[config.mk]
export PLATFORM = sky130hd
export DESIGN_NAME = dsp_cic_corr_mult_mc
export DESIGN_NICKNAME = d
export VERILOG_FILES = /design/src/rtl/dsp_cic_corr_mult_mc.sv
export SDC_FILE = /design/constraint.sdc
export NUM_CORES = 1
export LEC_CHECK = 0
export ABC_AREA = 1
export ABC_CLOCK_PERIOD_IN_PS = 12300
export BUFFER_PORTS_ARGS = -buffer_cell sky130_fd_sc_hd__buf_2
export CORE_UTILIZATION = 45
export DETAILED_ROUTE_END_ITERATION = 16
export GPL_TIMING_DRIVEN = 0
export PLACE_DENSITY_LB_ADDON = 0.3
export REMOVE_ABC_BUFFERS = 1
export SYNTH_ARGS = -nofsm -noshare
export SYNTH_HDL_FRONTEND = slang
export SYNTH_SLANG_ARGS = --single-unit
[constraint.sdc]
create_clock -name clk -period 12.3 [get_ports clk]
set_clock_uncertainty 0.1 [all_clocks]
set_input_delay 2.46 -clock clk [delete_from_list [all_inputs] [get_ports clk]]
set_output_delay 2.46 -clock clk [all_outputs]
set_load 0.01 [all_outputs]
[src/rtl/dsp_cic_corr_mult_mc.sv]
// -----------------------------------------------------------------------------
// dsp_cic_corr_mult_mc
// Multi-channel CIC droop/gain correction multiplier. Time-multiplexed
// AXI-stream samples are multiplied by a per-channel signed coefficient taken
// from a writable table. The product is rounded half-up and shifted right by
// COEF_FRAC. It is then either saturated or wrapped back to DATA_WIDTH.
//
// Pipeline: S1 capture data+coef, S2 register, S3 multiply, S4 round/limit.
// Latency is 4 clocks and throughput is one sample per clock. All stages hold
// while the output is valid and not accepted.
//
// Build option:
//   CIC_CORR_SAT_EN  defined   -> clamp the rounded result to the DATA_WIDTH range
//                    undefined -> two's-complement wrap, no clamp logic
//
// Ports:
//   clk, rst_n                     clock, asynchronous active-low reset
//   s_axis_tdata/tvalid/tlast      input sample stream (signed data)
//   s_axis_tready                  input ready (pipeline enable)
//   m_axis_tdata/tvalid/tlast      corrected output stream
//   m_axis_tuser                   channel index of the output sample
//   m_axis_tready                  downstream ready
//   coef_wr/coef_addr/coef_data    coefficient table write port
//   frame_err, frame_err_clr       sticky framing error flag and its clear
// -----------------------------------------------------------------------------
module dsp_cic_corr_mult_mc #(
    parameter int DATA_WIDTH = 16,
    parameter int COEF_WIDTH = 18,
    parameter int COEF_FRAC  = 16,
    parameter int NUM_CHANS  = 8,
    parameter int CH_W       = (NUM_CHANS > 1) ? $clog2(NUM_CHANS) : 1
) (
    input  logic                  clk,
    input  logic                  rst_n,
    input  logic [DATA_WIDTH-1:0] s_axis_tdata,
    input  logic                  s_axis_tvalid,
    input  logic                  s_axis_tlast,
    output logic                  s_axis_tready,
    output logic [DATA_WIDTH-1:0] m_axis_tdata,
    output logic                  m_axis_tvalid,
    output logic                  m_axis_tlast,
    output logic [CH_W-1:0]       m_axis_tuser,
    input  logic                  m_axis_tready,
    input  logic                  coef_wr,
    input  logic [CH_W-1:0]       coef_addr,
    input  logic [COEF_WIDTH-1:0] coef_data,
    output logic                  frame_err,
    input  logic                  frame_err_clr
);

    localparam int PROD_W    = DATA_WIDTH + COEF_WIDTH;
    localparam int R_W       = PROD_W + 1 - COEF_FRAC;
    localparam int TBL_DEPTH = 1 << CH_W;

    localparam logic [COEF_WIDTH-1:0] COEF_UNITY = COEF_WIDTH'(1) << COEF_FRAC;
    localparam logic [CH_W-1:0]       CH_LAST    = CH_W'(NUM_CHANS - 1);
    localparam logic [PROD_W:0]       RND_HALF   = (PROD_W + 1)'(1) << (COEF_FRAC - 1);

    logic en;
    logic accept;

    logic [COEF_WIDTH-1:0] coef_tbl_q [TBL_DEPTH];
    logic [CH_W-1:0]       ch_q, ch_d;
    logic                  frame_err_q, frame_err_d;

    logic                         s1_valid_q, s2_valid_q, s3_valid_q, m_valid_q;
    logic signed [DATA_WIDTH-1:0] s1_data_q, s2_data_q;
    logic signed [COEF_WIDTH-1:0] s1_coef_q, s2_coef_q;
    logic [CH_W-1:0]              s1_ch_q, s2_ch_q, s3_ch_q, m_ch_q;
    logic                         s1_last_q, s2_last_q, s3_last_q, m_last_q;
    logic signed [PROD_W-1:0]     s3_prod_q;
    logic [DATA_WIDTH-1:0]        m_data_q;

    logic [PROD_W:0]              rnd_sum;
    logic [DATA_WIDTH-1:0]        out_d;
    logic                         unused_rnd_bits;

    // The whole pipeline moves together; an empty output slot lets it fill.
    assign en            = ~m_valid_q | m_axis_tready;
    assign s_axis_tready = en;
    assign accept        = s_axis_tvalid & en;

    // Coefficient table. Writes ignore the stall; the S1 capture below reads
    // the pre-write value when address and channel collide.
    always_ff @(posedge clk or negedge rst_n) begin
        if (!rst_n) begin
            for (int i = 0; i < TBL_DEPTH; i++) begin
                coef_tbl_q[i] <= COEF_UNITY;
            end
        end else if (coef_wr) begin
            coef_tbl_q[coef_addr] <= coef_data;
        end
    end

    // Channel counter and sticky framing error (set wins over clear).
    always_comb begin
        ch_d        = ch_q;
        frame_err_d = frame_err_q;
        if (accept) begin
            if (s_axis_tlast || ch_q == CH_LAST) begin
                ch_d = '0;
            end else begin
                ch_d = ch_q + CH_W'(1);
            end
        end
        if (accept && s_axis_tlast && ch_q != CH_LAST) begin
            frame_err_d = 1'b1;
        end else if (frame_err_clr) begin
            frame_err_d = 1'b0;
        end
    end

    always_ff @(posedge clk or negedge rst_n) begin
        if (!rst_n) begin
            ch_q        <= '0;
            frame_err_q <= 1'b0;
        end else begin
            ch_q        <= ch_d;
            frame_err_q <= frame_err_d;
        end
    end

    // Round half-up on a one-bit-wider sum so the +half never overflows.
    assign rnd_sum = {s3_prod_q[PROD_W-1], s3_prod_q} + RND_HALF;

`ifdef CIC_CORR_SAT_EN
    localparam logic signed [R_W-1:0] R_MAX = R_W'((1 << (DATA_WIDTH - 1)) - 1);
    localparam logic signed [R_W-1:0] R_MIN = R_W'(-(1 << (DATA_WIDTH - 1)));
    logic signed [R_W-1:0] rnd_r;

    assign rnd_r           = rnd_sum[PROD_W:COEF_FRAC];
    assign unused_rnd_bits = ^rnd_sum[COEF_FRAC-1:0];

    always_comb begin
        out_d = rnd_r[DATA_WIDTH-1:0];
        if (rnd_r > R_MAX) begin
            out_d = R_MAX[DATA_WIDTH-1:0];
        end else if (rnd_r < R_MIN) begin
            out_d = R_MIN[DATA_WIDTH-1:0];
        end
    end
`else
    assign out_d           = rnd_sum[COEF_FRAC+DATA_WIDTH-1:COEF_FRAC];
    assign unused_rnd_bits = ^{rnd_sum[PROD_W:COEF_FRAC+DATA_WIDTH], rnd_sum[COEF_FRAC-1:0]};
`endif

    always_ff @(posedge clk or negedge rst_n) begin
        if (!rst_n) begin
            s1_valid_q <= 1'b0;
            s1_data_q  <= '0;
            s1_coef_q  <= '0;
            s1_ch_q    <= '0;
            s1_last_q  <= 1'b0;
            s2_valid_q <= 1'b0;
            s2_data_q  <= '0;
            s2_coef_q  <= '0;
            s2_ch_q    <= '0;
            s2_last_q  <= 1'b0;
            s3_valid_q <= 1'b0;
            s3_prod_q  <= '0;
            s3_ch_q    <= '0;
            s3_last_q  <= 1'b0;
            m_valid_q  <= 1'b0;
            m_data_q   <= '0;
            m_ch_q     <= '0;
            m_last_q   <= 1'b0;
        end else if (en) begin
            s1_valid_q <= s_axis_tvalid;
            s1_data_q  <= s_axis_tdata;
            s1_coef_q  <= coef_tbl_q[ch_q];
            s1_ch_q    <= ch_q;
            s1_last_q  <= s_axis_tlast;

            s2_valid_q <= s1_valid_q;
            s2_data_q  <= s1_data_q;
            s2_coef_q  <= s1_coef_q;
            s2_ch_q    <= s1_ch_q;
            s2_last_q  <= s1_last_q;

            s3_valid_q <= s2_valid_q;
            s3_prod_q  <= PROD_W'(s2_data_q) * PROD_W'(s2_coef_q);
            s3_ch_q    <= s2_ch_q;
            s3_last_q  <= s2_last_q;

            m_valid_q  <= s3_valid_q;
            m_data_q   <= out_d;
            m_ch_q     <= s3_ch_q;
            m_last_q   <= s3_last_q;
        end
    end

    assign m_axis_tdata  = m_data_q;
    assign m_axis_tvalid = m_valid_q;
    assign m_axis_tlast  = m_last_q;
    assign m_axis_tuser  = m_ch_q;
    assign frame_err     = frame_err_q;

endmodule

## After elaboration in Yosys (flattened, before gate mapping)

Cells that the tools add are included.
Widths: inputs -> output; s select.

| storage, ports and cells | value |
|---|---|
| register bits | 284 |
| word-level logic and storage cells | 55 |
| input bits | 44 |
| output and inout bits | 23 |

| operators by class | value |
|---|---|
| reduce and logical (&&, ||, !) cells | 5 |
| $lt $le $gt $ge | 3 |
| $mul | 1 |
| equal/unequal tests | 2 |
| bitwise logic cells | 5 |
| add/sub/neg operators | 2 |
| muxes and demuxes | 9 |

Operators with widths:

| cell | number |
|---|---|
| $bwmux 144 | 1 |
| $bmux 18 s3 | 1 |
| $demux 18 s3 | 1 |
| $mux 18 | 3 |
| $add 32x17->32 const B | 1 |
| $mul 16x18->32 | 1 |
| $ge 4x4->1 const B | 2 |
| $not 3->4 | 2 |
| $lt 4x1->1 const B | 1 |
| $add 3x1->3 const B | 1 |
| $eq 3x3->1 const B | 1 |
| $logic_and 1x1->1 | 3 |
| $mux 3 | 1 |
| $ne 3x3->1 const B | 1 |
| $mux 1 | 2 |
| $reduce_bool 2->1 | 1 |
| $and 1x1->1 | 1 |
| $logic_or 1x1->1 | 1 |
| $not 1->1 | 1 |
| $or 1x1->1 | 1 |

## Logic depth before layout (Yosys ltp)

Gate-level depths: netlist (run 1).

| depth | value |
|---|---|
| word-level depth | 6 |
| gate-level depth with buffers | 28 |
| gate-level depth less buffers | 26 |

## Worst setup path before layout (run 1)

OpenSTA, ideal clock, no wires.

| path | value |
|---|---|
| kind | input port to output port |
| start | in m_axis_tready |
| end | out s_axis_tready |
| arrival | 3.181 ns |
| cell stages on the path | 4 |
| path slack | 6.559 ns |
| buffers on the path | 2 |
| cells stage by stage | nor2_1 > inv_2 > clkbuf_1 > buf_1 |

| on the way | value |
|---|---|
| cells in the longest elaborated chain, start to end | 1 |

RTL lines:

| what | line | text |
|---|---|---|
| start: declaration | 43 | `input logic m_axis_tready,` |
| $or 1x1->1 | 79 | `assign en = ~m_valid_q \| m_axis_tready;` |
| end: declaration | 38 | `output logic s_axis_tready,` |

No other way between the ends.

## Worst setup path in the final report (run 1)

| path | value |
|---|---|
| start | reg s2_data_q[1] |
| end | reg s3_prod_q[26] |

| on the way | value |
|---|---|
| cells in the longest elaborated chain, start to end | 1 |

RTL lines:

| what | line | text |
|---|---|---|
| start: declaration | 67 | `logic signed [DATA_WIDTH-1:0] s1_data_q, s2_data_q;` |
| start signal: assignment | 175 | `s2_data_q <= s1_data_q;` |
| $mul 16x18->32 | 181 | `s3_prod_q <= PROD_W'(s2_data_q) * PROD_W'(s2_coef_q);` |
| end signal: assignment | 181 |  |
| end: declaration | 71 | `logic signed [PROD_W-1:0] s3_prod_q;` |

No other way between the ends.
A chain may end at the register's enable or synchronous reset.

==> metrics.txt, run 1 <==
# TYPE chip_impl_metric gauge
chip_impl_metric{name="placeableCoreArea",unit="sq um"} 49050
chip_impl_metric{name="maxSlewViolCount",unit=""} 0
chip_impl_metric{name="clk_latency",unit="ns"} 0.57
chip_impl_metric{name="overall_die_area",unit="sq um"} 50770
chip_impl_metric{name="use_met1",unit="%"} 28.55
chip_impl_info{name="crit-reg2reg-capture",value="s3_prod_q[26]"} 1
chip_impl_metric{name="yosys.area_share.xor_xnor",unit="%"} 0.4293
chip_impl_metric{name="cts.repair_timing.setup_buffer_count",unit=""} 0
chip_impl_metric{name="cts_hold_buf",unit=""} 0
chip_impl_metric{name="holdWs",unit="ns"} 0.3484
chip_impl_info{name="startpoint_of_the_lowest_slack_hold_path",value="s3_valid_q"} 1
chip_impl_metric{name="dp_slack",unit="ns"} 5.923
chip_impl_metric{name="gr-total-overflow",unit=""} 0
chip_impl_metric{name="layout-drive-gt1-share",unit="%"} 6.425
chip_impl_metric{name="tritoncts_num_sinks",unit=""} 269
chip_impl_metric{name="post_synth_fa_ha_maj_area_fraction",unit="%"} 29.16
chip_impl_info{name="worst_r2r_startpoint",value="s2_data_q[1]"} 1
chip_impl_metric{name="groute.layer.met3.usage",unit="%"} 2.568
chip_impl_metric{name="yosysWarningCount",unit=""} 0
chip_impl_metric{name="setup_viols_final",unit=""} 0
chip_impl_metric{name="min_period",unit="ns"} 6.424
chip_impl_metric{name="tritoncts.num_buffers",unit=""} 30
chip_impl_info{name="status",value="finished, final reports clean"} 1
chip_impl_metric{name="grt_pass1_vias",unit=""} 18538
chip_impl_metric{name="place.port_buffers",unit=""} 66
chip_impl_metric{name="worst-endpoint-required",unit="ns"} 12.63
chip_impl_metric{name="syn2layout_area_growth",unit="%"} 8.719
chip_impl_metric{name="synth_seq_area_share",unit="%"} 30.04
chip_impl_metric{name="drcViolationCount",unit=""} 0
chip_impl_metric{name="setup_slack",unit="ns"} 5.876
chip_impl_metric{name="holdPathStages",unit=""} 2
chip_impl_info{name="busiest_layer",value="met2"} 1
chip_impl_metric{name="timing.slew.headroom",unit="%"} 5.084
chip_impl_metric{name="antenna_left",unit=""} 0
chip_impl_info{name="ys.flop_type",value="sky130_fd_sc_hd__dfrtp_1"} 1
chip_impl_info{name="critPathKind",value="reg -> reg"} 1
chip_impl_metric{name="routed_wire_length_per_instance",unit="microns"} 15.30
chip_impl_metric{name="multiplexer_area_fraction_after_synthesis",unit="%"} 0
chip_impl_metric{name="place_congestion",unit=""} 0.9078
chip_impl_info{name="worst_setup_path_start_kind",value="flip-flop"} 1
chip_impl_metric{name="post-route-period-util",unit="%"} 52.23
chip_impl_info{name="post-synth-top-area-cell",value="sky130_fd_sc_hd__dfrtp_1"} 1
chip_impl_info{name="timing.critical_path.to_type",value="flip-flop"} 1
chip_impl_info{name="clock_tree.root_cell",value="sky130_fd_sc_hd__clkbuf_16"} 1
chip_impl_info{name="worstHoldPathType",value="reg -> reg"} 1
chip_impl_metric{name="avgSynthCellArea",unit="sq um"} 7.945
chip_impl_metric{name="worst-endpoint-arrival",unit="ns"} 6.75
chip_impl_metric{name="synthSimpleGateAreaFrac",unit="%"} 20.01
chip_impl_metric{name="met2_usage",unit="%"} 40.14
chip_impl_info{name="post-synth-top-count-cell",value="sky130_fd_sc_hd__nand2_1"} 1
chip_impl_metric{name="synth_edf_count",unit=""} 0
chip_impl_metric{name="netlist-cell-type-count",unit=""} 43
chip_impl_info{name="synth_top_family_by_area",value="adder cells"} 1
chip_impl_metric{name="drt_wl_total",unit="mm"} 53.25
chip_impl_metric{name="viasPerCell",unit=""} 5.033
chip_impl_metric{name="starting_utilization_of_the_core_area",unit="%"} 45.76
chip_impl_metric{name="grt_max_degree",unit=""} 124
chip_impl_metric{name="detailedRoute.firstIterationViolations",unit=""} 1072
chip_impl_metric{name="ys_ff_latch",unit=""} 269
chip_impl_metric{name="ctsHtreeMaxLevel",unit=""} 1
chip_impl_metric{name="insertedDiodeCount",unit=""} 0
chip_impl_metric{name="dr_total_vias",unit=""} 17519
chip_impl_metric{name="complex_gate_fraction_of_the_synthesized_area",unit="%"} 8.267
chip_impl_metric{name="grt_first_pass_wirelength",unit="mm"} 91.51
chip_impl_info{name="setup_repair_after_global_routing_missed_its_margin",value="no"} 1
chip_impl_metric{name="finish.net_count",unit=""} 3195
chip_impl_metric{name="synth_async_sr_flop_share",unit="%"} 100.0
chip_impl_info{name="cpMaxStageDelayCell",value="sky130_fd_sc_hd__fa_1"} 1
chip_impl_info{name="clock_tree_from_tritoncts",value="built"} 1
chip_impl_metric{name="cts.reportedPaths.clkPinSlew",unit="ns"} 0.06
chip_impl_metric{name="grt_util_all_layers",unit="%"} 22.34
chip_impl_info{name="min_to",value="m_axis_tvalid"} 1
chip_impl_metric{name="syn-instance-count",unit=""} 2825
chip_impl_metric{name="cp_slowest_stage_delay",unit="ns"} 0.78
chip_impl_info{name="synthTopCellsByArea",value="sky130_fd_sc_hd__dfrtp_1 (29%), sky130_fd_sc_hd__fa_1 (25%), sky130_fd_sc_hd__nand2_1 (14%)"} 1
chip_impl_metric{name="floorplan.die.height",unit="microns"} 225.3
chip_impl_metric{name="die_w",unit="microns"} 225.3
chip_impl_metric{name="floorplan.io_pins",unit=""} 67
chip_impl_metric{name="hold_violations",unit=""} 0
chip_impl_metric{name="cts_max_path_buffers",unit=""} 3
chip_impl_info{name="path_cells",value="nand2_1 -> inv_1 -> fa_1 -> inv_1 -> fa_1 -> inv_1 -> fa_1 -> fa_1 -> fa_1 -> fa_1 -> ha_1 -> nand2_1 -> nor2_1 -> inv_2 -> nor2_1 -> inv_1 -> nor3_1 -> nand2_1 -> nand2_1 -> nand2_1 -> nand3_1 -> o21ai_1"} 1
chip_impl_metric{name="drv_cap",unit=""} 0
chip_impl_metric{name="initial_antenna_violation_count",unit=""} 0
chip_impl_metric{name="dr.pass1.iters",unit=""} 5
chip_impl_metric{name="crit_fanout",unit=""} 18
chip_impl_metric{name="worst-r2r-setup-slack",unit="ns"} 5.88
chip_impl_metric{name="ctsResizeCount",unit=""} 0
chip_impl_metric{name="fmaxAchievable",unit="GHz"} 0.1557
chip_impl_metric{name="final.fill_count",unit=""} 4775
chip_impl_metric{name="final_hpwl_from_detailed_placement",unit="mm"} 38.75
chip_impl_metric{name="timing.reg2reg.worst_path_depth",unit=""} 22
chip_impl_metric{name="std_cell_rows",unit=""} 81
chip_impl_metric{name="netlist_area",unit="sq um"} 22440
chip_impl_metric{name="worst_pin_slew",unit="ns"} 1.424
chip_impl_info{name="yosys-top-cells-count",value="sky130_fd_sc_hd__nand2_1 (834), sky130_fd_sc_hd__inv_1 (566), sky130_fd_sc_hd__fa_1 (275), sky130_fd_sc_hd__dfrtp_1 (261), sky130_fd_sc_hd__o21ai_0 (229)"} 1
chip_impl_metric{name="synthDominantCellAreaShare",unit="%"} 29.10
chip_impl_info{name="critPathMostFrequentCell",value="sky130_fd_sc_hd__fa_1"} 1
[registers in the layout, indices dropped and copies added (netlist names), 3 cells and up]
| signal | count |
|---|---|
| coef_tbl_q | 144 |
| s1_coef_q | 18 |
| s2_coef_q | 18 |
| s3_prod_q | 17 |
| m_axis_tdata | 16 |
| s1_data_q | 16 |
| s2_data_q | 16 |
| ch_q | 3 |
| m_axis_tuser | 3 |
| s1_ch_q | 3 |
| s2_ch_q | 3 |
| s3_ch_q | 3 |
[layer usage]
layer  wire length [microns]  vias up
li1                        -     8360
met1                   22790     8655
met2                   26950      419
met3                    2536       85
met4                     966        0
met5                       0        -
[area by class of cell]
| class | count | area [sq um] | area share, % |
|---|---|---|---|
| tap | 664 | 830.8 | 3.405 |
| sequential | 269 | 6744 | 27.64 |
| inverter | 574 | 2157 | 8.840 |
| clock buffer | 42 | 887.1 | 3.636 |
| clock inverter | 14 | 191.4 | 0.7845 |
| multi-input combinational | 1842 | 13010 | 53.32 |
| timing repair buffer | 76 | 580.6 | 2.379 |
[worst max-delay path by stage]
stage / from / endpoint / slack [ns] / depth (start not counted)
finish: s2_data_q[1] / s3_prod_q[26] / 5.88 / 22
global route: s2_data_q[1] / s3_prod_q[26] / 5.49 / 22
CTS: s2_data_q[1] / s3_prod_q[31] / 5.88 / 21
detailed placement: s2_data_q[1] / s3_prod_q[26] / 5.92 / 22
global placement: m_axis_tready / s_axis_tready / -3.55 / 4
floorplan: m_axis_tready / s_axis_tready / 2.14 / 2
[cells by family after synthesis]
logic type,count (synthesis)
compound gates,352
fa+ha+maj,358
xor+xnor,11
simple gates,1121
buf+inv,714
flops,269
[per-stage QoR]
| step | util [%] | cells | instance area (sq um) | setup TNS (ns) |
|---|---|---|---|---|
| 6_report | 49.74 | 3481 | 24400 | 0 |
| 5_1_grt | 49.74 | 3481 | 24400 | 0 |
| 4_1_cts | 49.60 | 3479 | 24330 | 0 |
| 3_5_place_dp | 47.41 | 3423 | 23250 | 0 |
| 3_3_place_gp | 46.98 | 3415 | 23040 | -112.26 |
| 2_1_floorplan | - | 2685 | 21880 | 0 |
[worst max-delay path, delay by kind of cell, from the launching register on]
kind / cells / cell delay [ns]
AOI/OAI and AO/OA: 1 / 0.08
and+or+nand+nor: 9 / 1.06
buffers and inverters: 5 / 0.59
DFF: 1 / 0.70
adders and majority gates: 7 / 3.75
[placed cells by master, fill, tap and decap left out, types with 7 or more instances in the layout]
cell / synthesis / layout
sky130_fd_sc_hd__nand2_1: 834 / 831
sky130_fd_sc_hd__inv_1: 566 / 566
sky130_fd_sc_hd__fa_1: 275 / 275
sky130_fd_sc_hd__dfrtp_1: 261 / 259
sky130_fd_sc_hd__o21ai_0: 229 / 229
sky130_fd_sc_hd__nor2_1: 167 / 165
sky130_fd_sc_hd__ha_1: 83 / 83
sky130_fd_sc_hd__nand3_1: 73 / 72
sky130_fd_sc_hd__buf_2: 15 / 65
sky130_fd_sc_hd__a21oi_1: 48 / 48
sky130_fd_sc_hd__o22ai_1: 37 / 37
sky130_fd_sc_hd__clkbuf_16: 0 / 31
sky130_fd_sc_hd__o21ai_1: 19 / 19
sky130_fd_sc_hd__nand2_2: 8 / 11
sky130_fd_sc_hd__xor2_1: 8 / 8
sky130_fd_sc_hd__dfstp_2: 8 / 8
sky130_fd_sc_hd__inv_2: 8 / 7
sky130_fd_sc_hd__nand4_1: 7 / 7
sky130_fd_sc_hd__clkbuf_8: 0 / 7
Power of run 1 is not shown: default switching activity piles up to over one toggle a cycle in this logic, so the estimate is an artifact.
==> inputs of run 2 (changes only) <==
--- a/config.mk
+++ b/config.mk
@@ -5,8 +5,8 @@
 export SDC_FILE = /design/constraint.sdc
 export NUM_CORES = 1
 export LEC_CHECK = 0
-export ABC_AREA = 1
-export ABC_CLOCK_PERIOD_IN_PS = 12300
+export ABC_AREA = 0
+export ABC_CLOCK_PERIOD_IN_PS = 6550
 export BUFFER_PORTS_ARGS = -buffer_cell sky130_fd_sc_hd__buf_2
 export CORE_UTILIZATION = 45
 export DETAILED_ROUTE_END_ITERATION = 16
==> constraint.sdc (replaced) <==
create_clock -name clk -period 6.55 [get_ports clk]
set_clock_uncertainty 0.1 [all_clocks]
set_input_delay 1.31 -clock clk [delete_from_list [all_inputs] [get_ports clk]]
set_output_delay 1.31 -clock clk [all_outputs]
set_load 0.01 [all_outputs]
==> metrics.txt, run 2 <==
# TYPE chip_impl_metric gauge
chip_impl_info{name="status",value="finished, final reports clean"} 1
chip_impl_info{name="critPathKind",value="reg -> reg"} 1
chip_impl_info{name="post-synth-top-area-cell",value="sky130_fd_sc_hd__dfrtp_1"} 1
chip_impl_metric{name="netlist_area",unit="sq um"} 21290
chip_impl_metric{name="setup_slack",unit="ns"} 0.2269
chip_impl_metric{name="largest_reg_flops",unit=""} 144
chip_impl_info{name="timing.critical_path.to_type",value="flip-flop"} 1
chip_impl_metric{name="crit_fanout",unit=""} 17
chip_impl_metric{name="hold_violations",unit=""} 0
chip_impl_metric{name="initial_antenna_violation_count",unit=""} 3
chip_impl_metric{name="ys_ff_latch",unit=""} 269
chip_impl_metric{name="yosysWarningCount",unit=""} 0
chip_impl_info{name="yosys-top-cells-count",value="sky130_fd_sc_hd__nand2_1 (406), sky130_fd_sc_hd__inv_1 (332), sky130_fd_sc_hd__fa_1 (275), sky130_fd_sc_hd__dfrtp_1 (261), sky130_fd_sc_hd__mux2_2 (144)"} 1
chip_impl_metric{name="netlist-cell-type-count",unit=""} 52
chip_impl_metric{name="drt_wl_total",unit="mm"} 45.92
chip_impl_info{name="most_common_cell_after_layout_fill_and_taps_aside",value="sky130_fd_sc_hd__nand2_1"} 1
chip_impl_info{name="setup_repair_after_global_routing_missed_its_margin",value="no"} 1
chip_impl_metric{name="dr_total_vias",unit=""} 13706
chip_impl_metric{name="post-route-period-util",unit="%"} 96.54
chip_impl_metric{name="final.fill_count",unit=""} 4117
chip_impl_metric{name="synth_async_sr_flop_share",unit="%"} 100.0
chip_impl_metric{name="fmaxAchievable",unit="GHz"} 0.1582
chip_impl_metric{name="floorplan.io_pins",unit=""} 67
chip_impl_metric{name="ctsHtreeMaxLevel",unit=""} 1
chip_impl_metric{name="grt_pass1_vias",unit=""} 14982
chip_impl_metric{name="cts_max_path_buffers",unit=""} 3
chip_impl_metric{name="syn2layout_area_growth",unit="%"} 10.11
chip_impl_metric{name="clk_latency",unit="ns"} 0.55
chip_impl_metric{name="synth_edf_count",unit=""} 0
chip_impl_metric{name="floorplan.die.height",unit="microns"} 219.5
chip_impl_metric{name="synthDominantCellAreaShare",unit="%"} 30.68
chip_impl_metric{name="drcViolationCount",unit=""} 0
chip_impl_metric{name="drv_cap",unit=""} 0
chip_impl_metric{name="grt_max_degree",unit=""} 126
chip_impl_metric{name="min_period",unit="ns"} 6.323
chip_impl_info{name="ys.flop_type",value="sky130_fd_sc_hd__dfrtp_1"} 1
chip_impl_metric{name="insertedDiodeCount",unit=""} 0
chip_impl_metric{name="maxSlewViolCount",unit=""} 0
chip_impl_metric{name="place_congestion",unit=""} 0.8174
chip_impl_metric{name="grt_first_pass_wirelength",unit="mm"} 78.37
chip_impl_info{name="synthTopCellsByArea",value="sky130_fd_sc_hd__dfrtp_1 (31%), sky130_fd_sc_hd__fa_1 (26%), sky130_fd_sc_hd__mux2_2 (7.6%)"} 1
chip_impl_metric{name="worst-endpoint-arrival",unit="ns"} 6.65
chip_impl_info{name="worstHoldPathType",value="reg -> reg"} 1
chip_impl_metric{name="worst-endpoint-required",unit="ns"} 6.88
chip_impl_metric{name="placeableCoreArea",unit="sq um"} 46560
chip_impl_info{name="clock_tree_from_tritoncts",value="built"} 1
chip_impl_metric{name="viasPerCell",unit=""} 5.141
chip_impl_metric{name="timing.slew.headroom",unit="%"} 10.14
chip_impl_metric{name="layout-drive-gt1-share",unit="%"} 18.12
chip_impl_info{name="registers.top_by_ff_count",value="coef_tbl_q"} 1
chip_impl_metric{name="tritoncts.num_buffers",unit=""} 26
chip_impl_metric{name="final_hpwl_from_detailed_placement",unit="mm"} 32.89
chip_impl_metric{name="avgSynthCellArea",unit="sq um"} 10.57
chip_impl_metric{name="place.port_buffers",unit=""} 66
chip_impl_metric{name="tritoncts_num_sinks",unit=""} 269
chip_impl_metric{name="finish.net_count",unit=""} 2444
chip_impl_metric{name="detailedRoute.firstIterationViolations",unit=""} 718
chip_impl_metric{name="std_cell_rows",unit=""} 79
chip_impl_metric{name="fin_tns_setup",unit="ns"} 0
chip_impl_info{name="worst_setup_path_start_kind",value="flip-flop"} 1
chip_impl_metric{name="cts.reportedPaths.clkPinSlew",unit="ns"} 0.06
chip_impl_metric{name="worst_pin_slew",unit="ns"} 1.348
chip_impl_metric{name="grt_util_all_layers",unit="%"} 20.60
chip_impl_metric{name="dp_slack",unit="ns"} -0.2607
chip_impl_metric{name="setup_viols_final",unit=""} 0
chip_impl_info{name="largestRegisters",value="coef_tbl_q x144, s1_coef_q x18, s2_coef_q x18"} 1
chip_impl_metric{name="synth_seq_area_share",unit="%"} 31.67
chip_impl_metric{name="antenna_left",unit=""} 0
chip_impl_metric{name="starting_utilization_of_the_core_area",unit="%"} 45.72
chip_impl_metric{name="gr-total-overflow",unit=""} 0
chip_impl_info{name="layout_common_cells",value="sky130_fd_sc_hd__nand2_1 (406), sky130_fd_sc_hd__inv_1 (332), sky130_fd_sc_hd__fa_1 (274), sky130_fd_sc_hd__dfrtp_1 (227), sky130_fd_sc_hd__mux2_2 (144)"} 1
chip_impl_metric{name="dr.pass1.iters",unit=""} 5
chip_impl_metric{name="die_w",unit="microns"} 219.5
chip_impl_metric{name="routed_wire_length_per_instance",unit="microns"} 17.22
chip_impl_info{name="clock_tree.root_cell",value="sky130_fd_sc_hd__clkbuf_16"} 1
chip_impl_metric{name="overall_die_area",unit="sq um"} 48180
chip_impl_info{name="post-synth-top-count-cell",value="sky130_fd_sc_hd__nand2_1"} 1
chip_impl_metric{name="syn-instance-count",unit=""} 2013
[run 2: changes by cell type in the layout (fill, tap and decap cells not counted), sizes merged, moves of 21 or more]
cell   delta
nand2   -440
inv     -242
o21ai   -199
nor2    -149
mux2    +144
and2    +126
nand3    -59
o22ai    -37
mux4     +36
a21oi    -25
xnor2    +24
buf      +21
[run 2: per-layer routing]
layer	track usage, %	wire length, microns	vias up
li1	-	-	6286
met1	27.83	20230	7086
met2	35.12	22640	243
met3	2.664	1954	89
met4	5.208	1085	2
met5	0	13	-
[run 2: cells by family after synthesis]
group                      count (synthesis)  share of synthesized area [%]
buffers and inverters                    430                          7.647
muxes                                    198                          12.27
and+or+nand+nor                          617                          13.04
DFF                                      269                          31.67
adders and majority gates                358                          30.74
AOI/OAI and AO/OA                        100                          2.945
xor gates and xnor gates                  41                          1.687
[run 2: metrics by stage]
stage          cells  cell area (sq um)  utilization [%]  hold WS (ns)
2_1_floorplan   1917              20910                -        0.3300
3_3_place_gp    2590              22000            47.26        0.3485
3_5_place_dp    2606              22340            47.99        0.3502
4_1_cts         2652              23220            49.87        0.3645
5_1_grt         2666              23440            50.35        0.3851
6_report        2666              23440            50.35        0.3603
[run 2: worst paths after layout]
| check | end | startpoint | cells after the start | slack [ns] |
|---|---|---|---|---|
| min reg2reg | m_axis_tlast | m_axis_tlast | 2 | 0.36 |
| max | s3_prod_q[31] | s2_data_q[1] | 22 | 0.23 |
| min in group asynchronous | coef_tbl_q[125] | rst_n | 1 | 0.59 |
| max reg2reg | s3_prod_q[31] | s2_data_q[1] | 22 | 0.23 |
| max in group asynchronous | s2_data_q[7] | rst_n | 3 | 4.26 |
| min | m_axis_tlast | m_axis_tlast | 2 | 0.36 |
[run 2: timing repair]
item / in CTS / in global routing
pin swaps: 1 / 1
cloned: 0 / 0
resized for setup: 18 / 33
hold buffers: 0 / 0
endpoints found under the setup margin: 8 / 10
setup buffers: 1 / 13
[run 2: area by class of cell]
| type | instances | area, sq um | area share (%) |
|---|---|---|---|
| Tap cell | 607 | 759.5 | 3.240 |
| Sequential cell | 269 | 6827 | 29.13 |
| Timing Repair Buffer | 97 | 793.3 | 3.384 |
| Multi-Input combinational cell | 1314 | 12960 | 55.30 |
| Clock buffer | 40 | 784.5 | 3.347 |
| Clock inverter | 5 | 57.56 | 0.2456 |
| Inverter | 334 | 1255 | 5.354 |
[run 2: worst max-delay path: stages (launching register included)]
cell and delay [ns]:
sky130_fd_sc_hd__dfrtp_4 0.59, sky130_fd_sc_hd__nand2_1 0.14, sky130_fd_sc_hd__inv_1 0.09, sky130_fd_sc_hd__fa_1 0.55, sky130_fd_sc_hd__inv_1 0.06, sky130_fd_sc_hd__fa_1 0.54
sky130_fd_sc_hd__inv_1 0.06, sky130_fd_sc_hd__fa_1 0.49, sky130_fd_sc_hd__inv_1 0.05, sky130_fd_sc_hd__fa_1 0.55, sky130_fd_sc_hd__fa_1 0.43, sky130_fd_sc_hd__fa_1 0.51
sky130_fd_sc_hd__inv_1 0.05, sky130_fd_sc_hd__ha_1 0.33, sky130_fd_sc_hd__nand4_1 0.13, sky130_fd_sc_hd__nor2_1 0.06, sky130_fd_sc_hd__a211o_1 0.34, sky130_fd_sc_hd__o21bai_2 0.26
sky130_fd_sc_hd__o311ai_4 0.13, sky130_fd_sc_hd__a21oi_2 0.14, sky130_fd_sc_hd__o31ai_4 0.25, sky130_fd_sc_hd__nand3_1 0.10, sky130_fd_sc_hd__a31o_1 0.22
Power of run 2 is left out for the same reason.
==> inputs of run 3 (changes only) <==
--- a/config.mk
+++ b/config.mk
@@ -8,6 +8,7 @@
 export ABC_AREA = 0
 export ABC_CLOCK_PERIOD_IN_PS = 6550
 export BUFFER_PORTS_ARGS = -buffer_cell sky130_fd_sc_hd__buf_2
+export CORE_MARGIN = 5
 export CORE_UTILIZATION = 45
 export DETAILED_ROUTE_END_ITERATION = 16
 export GPL_TIMING_DRIVEN = 0
==> metrics.txt, run 3 (synthesized netlist as in run 2, its figures left out) <==
# TYPE chip_impl_metric gauge
chip_impl_metric{name="groute.layer.met3.usage",unit="%"} 2.308
chip_impl_info{name="layout_common_cells",value="sky130_fd_sc_hd__nand2_1 (406), sky130_fd_sc_hd__inv_1 (332), sky130_fd_sc_hd__fa_1 (274), sky130_fd_sc_hd__dfrtp_1 (231), sky130_fd_sc_hd__mux2_2 (144)"} 1
chip_impl_metric{name="placedInstanceArea",unit="sq um"} 22400
chip_impl_metric{name="dr.pass1.iters",unit=""} 4
chip_impl_metric{name="finish.net_count",unit=""} 2447
chip_impl_info{name="clock_tree_from_tritoncts",value="built"} 1
chip_impl_info{name="worstHoldPathType",value="reg -> reg"} 1
chip_impl_metric{name="timing.reg2reg.worst_path_depth",unit=""} 19
chip_impl_metric{name="grt_pass1_vias",unit=""} 14958
chip_impl_metric{name="die_w",unit="microns"} 227.5
chip_impl_metric{name="timing.slew.headroom",unit="%"} 12.90
chip_impl_metric{name="cts_hold_buf",unit=""} 0
chip_impl_metric{name="floorplan.io_pins",unit=""} 67
chip_impl_metric{name="worst-r2r-setup-slack",unit="ns"} 0.24
chip_impl_info{name="worst_r2r_startpoint",value="s2_coef_q[3]"} 1
chip_impl_metric{name="insertedDiodeCount",unit=""} 0
chip_impl_metric{name="tritoncts_num_sinks",unit=""} 269
chip_impl_metric{name="hold_violations",unit=""} 0
chip_impl_metric{name="design_area",unit="sq um"} 23500
chip_impl_metric{name="starting_utilization_of_the_core_area",unit="%"} 45.63
chip_impl_metric{name="post-route-period-util",unit="%"} 96.34
chip_impl_metric{name="dp_slack",unit="ns"} -0.2246
chip_impl_metric{name="antenna_left",unit=""} 0
chip_impl_metric{name="overall_die_area",unit="sq um"} 51750
chip_impl_info{name="path_cells",value="and2_1 -> fa_1 -> fa_1 -> fa_1 -> fa_1 -> fa_1 -> inv_1 -> fa_1 -> inv_1 -> ha_1 -> a21oi_1 -> nor2_1 -> a211o_4 -> o21bai_2 -> o311ai_4 -> nand2_1 -> a21o_1 -> a211oi_1 -> o41ai_1"} 1
chip_impl_info{name="cp-startpoint",value="s2_coef_q[3]"} 1
chip_impl_metric{name="detailedRoute.firstIterationViolations",unit=""} 643
chip_impl_info{name="status",value="finished, final reports clean"} 1
chip_impl_info{name="largestRegisters",value="coef_tbl_q x144, s1_coef_q x18, s2_coef_q x18"} 1
chip_impl_metric{name="final_hpwl_from_detailed_placement",unit="mm"} 33.55
chip_impl_metric{name="final.fill_count",unit=""} 4201
chip_impl_info{name="crit-reg2reg-capture",value="s3_prod_q[29]"} 1
chip_impl_info{name="critPathMostFrequentCell",value="sky130_fd_sc_hd__fa_1"} 1
chip_impl_metric{name="worst-endpoint-arrival",unit="ns"} 6.62
chip_impl_metric{name="fmaxAchievable",unit="GHz"} 0.1585
chip_impl_metric{name="layout-drive-gt1-share",unit="%"} 18.31
chip_impl_metric{name="setup_slack",unit="ns"} 0.2398
chip_impl_metric{name="use_met1",unit="%"} 26.54
chip_impl_info{name="startpoint_of_the_lowest_slack_hold_path",value="s3_valid_q"} 1
chip_impl_metric{name="largest_reg_flops",unit=""} 144
chip_impl_metric{name="grt_max_degree",unit=""} 129
chip_impl_info{name="busiest_layer",value="met2"} 1
chip_impl_metric{name="min_period",unit="ns"} 6.310
chip_impl_metric{name="cts.reportedPaths.clkPinSlew",unit="ns"} 0.06
chip_impl_metric{name="viasPerCell",unit=""} 5.111
chip_impl_metric{name="cp_slowest_stage_delay",unit="ns"} 0.89
chip_impl_metric{name="dr_total_vias",unit=""} 13652
chip_impl_metric{name="drt_wl_total",unit="mm"} 46.67
chip_impl_info{name="worst_setup_path_start_kind",value="flip-flop"} 1
chip_impl_info{name="setup_repair_after_global_routing_missed_its_margin",value="no"} 1
chip_impl_metric{name="holdWs",unit="ns"} 0.3619
chip_impl_metric{name="maxSlewViolCount",unit=""} 0
chip_impl_metric{name="routed_wire_length_per_instance",unit="microns"} 17.47
chip_impl_metric{name="multiInputGateArea",unit="sq um"} 12980
chip_impl_metric{name="holdPathStages",unit=""} 2
chip_impl_metric{name="placeableCoreArea",unit="sq um"} 46650
chip_impl_metric{name="tritoncts.num_buffers",unit=""} 27
chip_impl_metric{name="worst-endpoint-required",unit="ns"} 6.86
chip_impl_info{name="most_common_cell_after_layout_fill_and_taps_aside",value="sky130_fd_sc_hd__nand2_1"} 1
chip_impl_metric{name="ctsHtreeMaxLevel",unit=""} 1
chip_impl_metric{name="floorplan.die.height",unit="microns"} 227.5
chip_impl_metric{name="initial_antenna_violation_count",unit=""} 2
chip_impl_metric{name="worst_pin_slew",unit="ns"} 1.306
chip_impl_metric{name="gr-total-overflow",unit=""} 0
chip_impl_metric{name="clk_latency",unit="ns"} 0.54
chip_impl_metric{name="cts_max_path_buffers",unit=""} 3
chip_impl_metric{name="setup_viols_final",unit=""} 0
chip_impl_metric{name="place.port_buffers",unit=""} 66
chip_impl_info{name="min_to",value="s3_valid_q"} 1
chip_impl_metric{name="drv_cap",unit=""} 0
chip_impl_info{name="timing.critical_path.to_type",value="flip-flop"} 1
chip_impl_metric{name="grt_first_pass_wirelength",unit="mm"} 79.33
chip_impl_info{name="timing.critical_path.max_delay_family",value="adder cells"} 1
chip_impl_metric{name="crit_fanout",unit=""} 17
chip_impl_metric{name="std_cell_rows",unit=""} 79
chip_impl_metric{name="drcViolationCount",unit=""} 0
chip_impl_metric{name="layout.area.seq",unit="sq um"} 6804
chip_impl_metric{name="timing.critical_path.buf_inv",unit=""} 2
chip_impl_metric{name="syn2layout_area_growth",unit="%"} 10.37
chip_impl_info{name="clock_tree.root_cell",value="sky130_fd_sc_hd__clkbuf_16"} 1
chip_impl_info{name="critPathKind",value="reg -> reg"} 1
chip_impl_metric{name="grt_util_all_layers",unit="%"} 19.08
chip_impl_metric{name="met2_usage",unit="%"} 32.41
chip_impl_metric{name="place_congestion",unit=""} 0.8440
chip_impl_metric{name="fin_tns_setup",unit="ns"} 0
chip_impl_info{name="registers.top_by_ff_count",value="coef_tbl_q"} 1
chip_impl_info{name="cpMaxStageDelayCell",value="sky130_fd_sc_hd__dfrtp_1"} 1
## run 3: cell types whose count changed in the layout (fill, tap and decap cells not counted), moves of 2 or more
cell,delta
sky130_fd_sc_hd__buf_12,-2
sky130_fd_sc_hd__buf_4,+3
sky130_fd_sc_hd__bufinv_16,+2
sky130_fd_sc_hd__clkbuf_1,-2
sky130_fd_sc_hd__clkbuf_8,-4
sky130_fd_sc_hd__clkinv_2,+4
sky130_fd_sc_hd__dfrtp_1,+4
sky130_fd_sc_hd__dfrtp_2,+3
sky130_fd_sc_hd__dfrtp_4,-7
sky130_fd_sc_hd__inv_6,+2
## run 3: how the worst max path moves through the flow
stage                         end  slack, ns  cells past startpoint
floorplan           s_axis_tready      -4.60                      2
global placement    s_axis_tready     -10.36                      4
detailed placement  s3_prod_q[31]      -0.22                     20
CTS                 s3_prod_q[31]       0.02                     20
global route        s3_prod_q[29]    0.00002                     19
finish              s3_prod_q[29]       0.24                     19
## run 3: area by class of cell
cell class,instances,area share [%]
timing repair buffer,99,3.435
tap,607,3.233
multi-input combinational,1314,55.26
inverter,334,5.341
sequential,269,28.96
clock buffer,34,3.073
clock inverter,14,0.7029
## run 3: what timing repair did
| item | 4_1_cts | 5_1_grt |
|---|---|---|
| buffers inserted | 1 | 14 |
| endpoints found under the setup margin | 8 | 8 |
| pin swaps | 1 | 1 |
| gates resized for setup | 16 | 28 |
## run 3: stage by stage
step | instances | util, %
global placement | 2590 | 47.16
floorplan | 1917 | -
global route | 2671 | 50.36
finish | 2671 | 50.36
detailed placement | 2608 | 48.01
CTS | 2657 | 49.97
## run 3: layer usage
layer / vias up / routed length (microns) / share of wire, %
met5: - / 27 / 0.058
met2: 249 / 23150 / 50
li1: 6285 / - / -
met1: 7038 / 20450 / 44
met4: 4 / 975 / 2.1
met3: 76 / 2061 / 4.4
## run 3: worst reg2reg max path: cells and delay by family (launching register included)
| family | cells | cell delay [ns] |
|---|---|---|
| buf+inv | 2 | 0.10 |
| fa+ha+maj | 7 | 3.18 |
| flops | 1 | 0.89 |
| compound gates | 7 | 1.46 |
| simple gates | 3 | 0.47 |
Power of run 3 is left out for the same reason.
